### src/rtl/mul16_pp_sequencer.sv
// Sequential 2W x 2W unsigned multiplier. It drives an external W x W array
// multiplier with one operand-half pair per cycle and adds the four returned
// partial products into a 4W-bit accumulator through one shared 2W-bit
// ripple adder.

// Shared 2W-bit ripple-carry adder.
module mul16_pp_ripple_add #(
    parameter int N = 16
) (
    input  logic [N-1:0] a_i,
    input  logic [N-1:0] b_i,
    input  logic         cin_i,
    output logic [N-1:0] sum_o,
    output logic         cout_o
);
    // Bit-serial carry propagation, evaluated LSB first.
    always_comb begin
        logic carry;
        carry = cin_i;
        sum_o = '0;
        for (int i = 0; i < N; i++) begin
            sum_o[i] = a_i[i] ^ b_i[i] ^ carry;
            carry    = (a_i[i] & b_i[i]) | (carry & (a_i[i] ^ b_i[i]));
        end
        cout_o = carry;
    end
endmodule

module mul16_pp_sequencer #(
    parameter int W = 8
) (
    input  logic           clk_i,
    input  logic           rst_n_i,
    input  logic           start_i,
    input  logic [2*W-1:0] a_i,
    input  logic [2*W-1:0] b_i,
    output logic [W-1:0]   pp_a_o,
    output logic [W-1:0]   pp_b_o,
    input  logic [2*W-1:0] pp_in_i,
    output logic           busy_o,
    output logic           done_o,
    output logic [4*W-1:0] product_o
);
    typedef enum logic [2:0] {
        S_IDLE = 3'd0,
        S_PP0  = 3'd1,
        S_PP1  = 3'd2,
        S_PP2  = 3'd3,
        S_PP3  = 3'd4
    } state_t;

    state_t         state_q;
    logic [2*W-1:0] a_q;
    logic [2*W-1:0] b_q;
    logic [4*W-1:0] acc_q;
    logic [4*W-1:0] product_q;
    logic [W-1:0]   pp_a_q;
    logic [W-1:0]   pp_b_q;
    logic           busy_q;
    logic           done_q;

    logic [2*W-1:0] add_a_d;
    logic [2*W-1:0] add_b_d;
    logic [2*W-1:0] add_sum;
    logic           add_cout;

    // Adder operand mux: middle 2W bits in PP1/PP2, upper 2W bits in PP3.
    always_comb begin
        add_a_d = '0;
        add_b_d = '0;
        case (state_q)
            S_PP1, S_PP2: begin
                add_a_d = acc_q[3*W-1:W];
                add_b_d = pp_in_i;
            end
            S_PP3: begin
                add_a_d = acc_q[4*W-1:2*W];
                add_b_d = pp_in_i;
            end
            default: ;
        endcase
    end

    mul16_pp_ripple_add #(.N(2*W)) u_add (
        .a_i    (add_a_d),
        .b_i    (add_b_d),
        .cin_i  (1'b0),
        .sum_o  (add_sum),
        .cout_o (add_cout)
    );

    // Sequencer FSM with registered operand halves, status and result.
    always_ff @(posedge clk_i or negedge rst_n_i) begin
        if (!rst_n_i) begin
            state_q   <= S_IDLE;
            a_q       <= '0;
            b_q       <= '0;
            acc_q     <= '0;
            product_q <= '0;
            pp_a_q    <= '0;
            pp_b_q    <= '0;
            busy_q    <= 1'b0;
            done_q    <= 1'b0;
        end else begin
            done_q <= 1'b0;
            case (state_q)
                S_IDLE: begin
                    if (start_i) begin
                        a_q     <= a_i;
                        b_q     <= b_i;
                        pp_a_q  <= a_i[W-1:0];
                        pp_b_q  <= b_i[W-1:0];
                        busy_q  <= 1'b1;
                        state_q <= S_PP0;
                    end
                end
                S_PP0: begin
                    acc_q   <= {{(2*W){1'b0}}, pp_in_i};
                    pp_a_q  <= a_q[W-1:0];
                    pp_b_q  <= b_q[2*W-1:W];
                    state_q <= S_PP1;
                end
                S_PP1: begin
                    acc_q[3*W-1:W]   <= add_sum;
                    acc_q[4*W-1:3*W] <= {{(W-1){1'b0}}, add_cout};
                    pp_a_q           <= a_q[2*W-1:W];
                    pp_b_q           <= b_q[W-1:0];
                    state_q          <= S_PP2;
                end
                S_PP2: begin
                    // Top byte holds at most 1 here, so adding one carry cannot wrap.
                    acc_q[3*W-1:W]   <= add_sum;
                    acc_q[4*W-1:3*W] <= acc_q[4*W-1:3*W] + {{(W-1){1'b0}}, add_cout};
                    pp_a_q           <= a_q[2*W-1:W];
                    pp_b_q           <= b_q[2*W-1:W];
                    state_q          <= S_PP3;
                end
                S_PP3: begin
                    // The final carry is always 0 since a*b fits in 4W bits.
                    acc_q[4*W-1:2*W] <= add_sum;
                    product_q        <= {add_sum, acc_q[2*W-1:0]};
                    pp_a_q           <= '0;
                    pp_b_q           <= '0;
                    busy_q           <= 1'b0;
                    done_q           <= 1'b1;
                    state_q          <= S_IDLE;
                end
                default: begin
                    pp_a_q  <= '0;
                    pp_b_q  <= '0;
                    busy_q  <= 1'b0;
                    state_q <= S_IDLE;
                end
            endcase
        end
    end

    assign pp_a_o    = pp_a_q;
    assign pp_b_o    = pp_b_q;
    assign busy_o    = busy_q;
    assign done_o    = done_q;
    assign product_o = product_q;
endmodule

### config.mk
export PLATFORM = sky130hd
export DESIGN_NAME = mul16_pp_sequencer
export DESIGN_NICKNAME = d
export VERILOG_FILES = /design/src/rtl/mul16_pp_sequencer.sv
export SDC_FILE = /design/constraint.sdc
export NUM_CORES = 1
export LEC_CHECK = 0
export CORE_MARGIN = 5
export CORE_UTILIZATION = 55
export DETAILED_ROUTE_END_ITERATION = 10
export PLACE_DENSITY = 0.84
export SYNTH_ARGS = -nofsm -noshare
export SYNTH_HDL_FRONTEND = slang
export SYNTH_SLANG_ARGS = --single-unit
### constraint.sdc
create_clock -name clk_i -period 16 [get_ports clk_i]
set_input_delay 1.6 -clock clk_i [delete_from_list [all_inputs] [get_ports clk_i]]
set_output_delay 1.6 -clock clk_i [all_outputs]
set_load 0.02 [all_outputs]
==> impl_metrics.ini <==
[status]
status = finished clean

[pwr]
p_leak_nw = 3.29
vdd_drop_max_mv = 0.133
power.total_w = 0.00161
power_density_nw_per_um2 = 219

[route]
drt-total-wl_um = 14000
post_drt_wl_per_cell_um = 17.9
vias_per_cell = 5.73
drc = 0
drt_iter0_markers = 499
ant_nets = 0
firstDrtPassIters = 5
vias = 4479

[clocking]
clock_sinks = 117
insertion_delay_ns = 0.51
clkSlewWorstSetupHoldPaths_ns = 0.06
postCtsSetupBuffers = 0
cts_resized = 0
cts_buffers = 17
cts_max_level = 4
postCtsHoldBufs = 0
cts_root_buffer = clkbuf_8
cts_buffer_depth = 2
cts_tree = done

[critical_path]
cpMaxStageDelayCell = inv_2
endpoint = acc_q[30]
cp_num_buf_inv = 6
cp_common_cell = fa_1
cp_slowest_stage_delay_ns = 0.79
critical_path_class = flop to flop
reg2reg_slack_ns = 7.33
cp-startpoint = state_q[2]
worstPathArrival_ns = 9.07
cp_max_fo = 51
ff2ff_path_depth = 31
crit_cells = 31
start_kind = flop
reg2reg_to = acc_q[30]
crit_path_end_kind = flop
required_ns = 16.40
rr_startpoint = state_q[2]
crit_family = adder cells

[sta]
finalHoldViolations = 0
relSlewSlack_pct = 46.4
rsz0062_at_grt = no
worstMarginPinSlew_ns = 0.804
hold_slack_ns = 0.462
drv_slew = 0
setup_viol = 0
fin_crit_ns = 8.67
finClkSkew_ns = 0.00770
fmax_ghz = 0.115
fin_tns_setup_ns = 0
fin_crit_sh_pct = 54.2

[place]
dp_hpwl_um = 9180
dp_cells = 750
io_buffers = 100
routabilityCongestion = 0.856

[floorplan]
dieArea_sq_um = 12700
start_util_pct = 56.3
row_count = 37
top_level_ports = 101
die_w_um = 113
core_area_sq_um = 10300
die-height_um = 113

[yosys]
synth_cells = 545
synth_edf_count = 0
synthesis.area_sq_um = 5790
ys_seq_area_share_pct = 50.6
synthFlopType = dfrtp_1
synthArstFlopShare_pct = 100
yosysWarnings = 0
avgSynthCellArea_sq_um = 10.6
synth_nets = 614
ys_types = 45
synth-seq-cells = 117

[min_path]
min_path_type = flop to flop
hold_depth = 2

[global_routing]
antenna_found_initial = 0
grt_pass1_vias = 4682
grt_pass1_wl_um = 23400
grt_max_degree = 63
grt_overflow = 0
grt_usage_pct = 23.1

[layout]
n_antenna_cell = 0
syn_to_final_growth_pct = 27.5
final_nets = 702
fin_cells = 782
drive_gt1_share_pct = 13.0

[flow_run]
cap_violations = 0
==> cell type report <==
type	count	area (sq um)
multi-input cells	375	2560
fillers	706	2900
well taps	136	170
repair buffers	106	1040
flip-flops and latches	117	2930
inverters	16	60.1
clock inverters	10	146
clock buffers	22	463
==> placed cells by master, fill, tap and decap left out, types with 2 or more instances in the layout <==
| master | count |
|---|---|
| inv_1 | 15 |
| a22o_1 | 10 |
| fa_1 | 15 |
| mux2i_1 | 24 |
| o21ai_0 | 37 |
| a22oi_1 | 8 |
| nor2_1 | 26 |
| or2_1 | 2 |
| o221ai_1 | 2 |
| clkdlybuf4s50_1 | 99 |
| a222oi_1 | 8 |
| nand2_1 | 128 |
| nor2b_1 | 2 |
| clkinv_4 | 2 |
| clkbuf_1 | 2 |
| dfrtp_1 | 117 |
| nand3_1 | 3 |
| ha_1 | 3 |
| nor3_1 | 2 |
| buf_4 | 7 |
| a221o_1 | 3 |
| a21o_1 | 2 |
| o21ai_2 | 10 |
| bufinv_16 | 3 |
| and3_1 | 3 |
| mux2_2 | 31 |
| clkbuf_16 | 16 |
| xnor2_1 | 2 |
| mux2_1 | 10 |
| clkbuf_8 | 4 |
| and2_1 | 9 |
| a211oi_1 | 3 |
| clkinvlp_4 | 4 |
| a21oi_1 | 19 |
==> logic make-up after synthesis <==
group	Yosys count	share of synthesized area (%)
buf+inv	53	5.08
mux	65	12.1
simple gates	183	13.4
compound gates	107	12.6
xor+xnor	2	0.303
flops	117	50.6
fa+ha+maj	18	5.84
==> flip-flops by register name (all words and copies together), names as in the netlist <==
signal and flops:
acc_q 32, product_o 32, a_q 16, b_q 16
pp_a_o 8, pp_b_o 8, state_q 3, busy_o 1
done_o 1
==> metrics by stage <==
step                setup slack, ns  cell area (sq um)  utilization, %
floorplan                      8.73               5790               -
global placement               7.87               6770            65.8
detailed placement             7.57               6770            65.8
CTS                            7.40               7380            71.8
global route                   6.67               7380            71.8
finish                         7.33               7380            71.8
==> worst reg2reg max path: cells and delay by family, from the launching register on <==
| kind | cells | cell delay (ns) |
|---|---|---|
| adders and majority gates | 18 | 4.75 |
| DFF | 1 | 0.32 |
| AOI/OAI and AO/OA | 2 | 0.55 |
| buffers and inverters | 6 | 1.45 |
| and+or+nand+nor | 5 | 1.50 |
==> worst min-delay path by stage <==
stage,endpoint,slack [ns],start
after global placement,product_o[1],0.45,acc_q[1]
after global routing,product_o[0],0.49,acc_q[0]
after CTS,product_o[0],0.46,acc_q[0]
after floorplan,product_o[4],0.43,acc_q[4]
after detailed placement,product_o[3],0.45,acc_q[3]
final,product_o[0],0.46,acc_q[0]
==> per-layer routing <==
metal	routed length, um	GRT usage, %	vias up	share of wire, %
li1	-	-	2041	-
met2	7330	39.8	176	52
met5	0	0	-	0
met4	276	7.45	0	2.0
met1	5450	28.3	2229	39
met3	914	6.20	33	6.5
==> Yosys cell counts, types with 3 or more instances <==
master    count  area [sq um]
nor2_1       26          97.6
a222oi_1      8          80.1
fa_1         15           300
and3_1        3          18.8
o21ai_2      10          87.6
a22oi_1       8          60.1
buf_6        10           113
inv_1        15          56.3
nand2_1     128           480
a22o_1       10          87.6
ha_1          3          37.5
mux2_1       10           113
a221o_1       3          30.0
clkbuf_1     14          52.6
mux2i_1      24           240
and2_1        9          56.3
o21ai_0      37           185
dfrtp_1     117          2930
buf_2        10          50.1
mux2_2       31           349
a21oi_1      19          95.1
nand3_1       3          15.0
a211oi_1      3          22.5
==> where the power goes <==
part           internal, W  total, W  switching (W)
clock network     0.000250  0.000384       0.000134
logic             0.000311  0.000714       0.000403
registers         0.000431  0.000515      0.0000845
Note: power is estimated with default switching activity, not from simulation.
==> variant: new RTL, same settings <==
The 5 states of `state_t` get a one-hot encoding in 5 bits.
--- a/src/rtl/mul16_pp_sequencer.sv
+++ b/src/rtl/mul16_pp_sequencer.sv
@@ -42,10 +42,10 @@
     output logic [4*W-1:0] product_o
 );
-    typedef enum logic [2:0] {
-        S_IDLE = 3'd0,
-        S_PP0  = 3'd1,
-        S_PP1  = 3'd2,
-        S_PP2  = 3'd3,
-        S_PP3  = 3'd4
+    typedef enum logic [4:0] {
+        S_IDLE = 5'b00001,
+        S_PP0  = 5'b00010,
+        S_PP1  = 5'b00100,
+        S_PP2  = 5'b01000,
+        S_PP3  = 5'b10000
     } state_t;
 
Function: no difference found for any inputs over 10 cycles, from zero or initial values and one cycle with rst_n_i low; not proved beyond that.
==> variant against the unedited design <==
Routed wire length fell by 3.5%. Setup slack better by 0.41 ns. Synthesized area fell by 5.0%. Global-route usage grew 0.84 points. Sequential cell count up 2. Count of clock-buffer cells in the layout fell by 1. Maximum frequency rose by 4.9%. Final area decreased by 2.8%. First-iteration DRC count shrank 46%.
Power is not compared: it rests on default switching activity, and its combinational part moved more than twofold at a synthesized area within 25%.
==> variant: results (changes against the unedited design) <==
[logic_synthesis]
synth_common_cells=dfrtp_1 (118), nand2_1 (87), mux2_2 (40), a221o_1 (28), a22o_1 (24)
syn_nets=537  ; -13%
synth.mux.area_fraction=0.0819  ; -0.0394
synthXorXnorAreaFrac=0.00478  ; +0.00175
ys_top_cells_by_area=dfrtp_1 (54%), mux2_2 (8.2%), nand2_1 (5.9%), fa_1 (5.5%), a221o_1 (5.1%)
synth-seq-area-share=0.542  ; +0.0359

[timing]
finClkSkew_ns=0.00853  ; +0.000835 ns
finalWorstPathRequiredPeriod_ns=8.26  ; -0.409 ns
pin_slew_with_the_least_headroom_to_its_limit_ns=1.21  ; +0.409 ns
hold-worst-slack_ns=0.473  ; +0.0113 ns

[setup_path]
worstPathMaxFanout=45  ; -12%
worstSetupStartpoint=state_q[3]
max_stage_delay_ns=0.54  ; -0.25 ns
worstRegToRegCells=32  ; +3.2%

[cells_and_area]
multi_input_area_share=0.322  ; -0.0257
area_share_clock_buf_inv=0.0834  ; +0.000837
nMultiInputCombCells=302  ; -19%
seq_share=0.416  ; +0.0187
n_fill_cell=667  ; -5.5%
nNonClkInverters=19  ; +3
seq_cells=119  ; +1.7%
buffer_area_frac=0.146  ; +0.00412

[routing]
firstDrtPassIters=6  ; +1
drt_iter0_markers=271  ; -46%
detail_route.wl_per_cell_um=19.0  ; +6.2%
postRouteWirelength_mm=13.5  ; -3.5%
drt-met1-wl_mm=5.32  ; -2.4%
met2RoutedLength_mm=6.82  ; -6.9%

[place]
sum_of_net_half_perimeters_after_detailed_placement_mm=8.86  ; -3.5%
gp_routability_congestion=0.923  ; +7.8%
detailedPlace.worstSlack_ns=7.82  ; +0.248 ns

[grt]
use_met2=0.403  ; +0.00567
maximum_number_of_pins_on_one_net_before_global_route_repair=70  ; +11%
grtUsageMet1=0.300  ; +0.0167

[floorplanning]
die_outline_area_um2=12100  ; -4.6%

[worst_hold_path]
hold_path_startpoint=product_o[9]
min_delay_worst_endpoint=product_o[9]

[outcome]
status=completed

[variant: cell count changes in the layout (fill, tap and decap cells not counted), sizes merged, moves of 3 or more]
| cell | unedited run | this run |
|---|---|---|
| a21oi | 19 | 6 |
| a211oi | 3 | 0 |
| nor2 | 27 | 18 |
| o21ai | 48 | 11 |
| a22o | 10 | 24 |
| mux2i | 24 | 0 |
| clkinv | 2 | 5 |
| nand2b | 0 | 3 |
| nand2 | 129 | 87 |
| a221o | 3 | 28 |
| a21o | 2 | 7 |
[variant: worst max path at each step]
stage / end / depth (start not counted)
2_1_floorplan: acc_q[28] / 27
6_report: acc_q[28] / 32
3_5_place_dp: acc_q[28] / 32
5_1_grt: acc_q[30] / 32
4_1_cts: acc_q[28] / 32
3_3_place_gp: acc_q[28] / 28
[variant: cells by family after synthesis]
family | after synthesis
AND/OR/NAND/NOR | 137
multiplexers | 40
AO/OA/AOI/OAI | 104
flip-flops | 119
adder cells (fa/ha/maj) | 18
XOR/XNOR | 3
buffers and inverters | 47
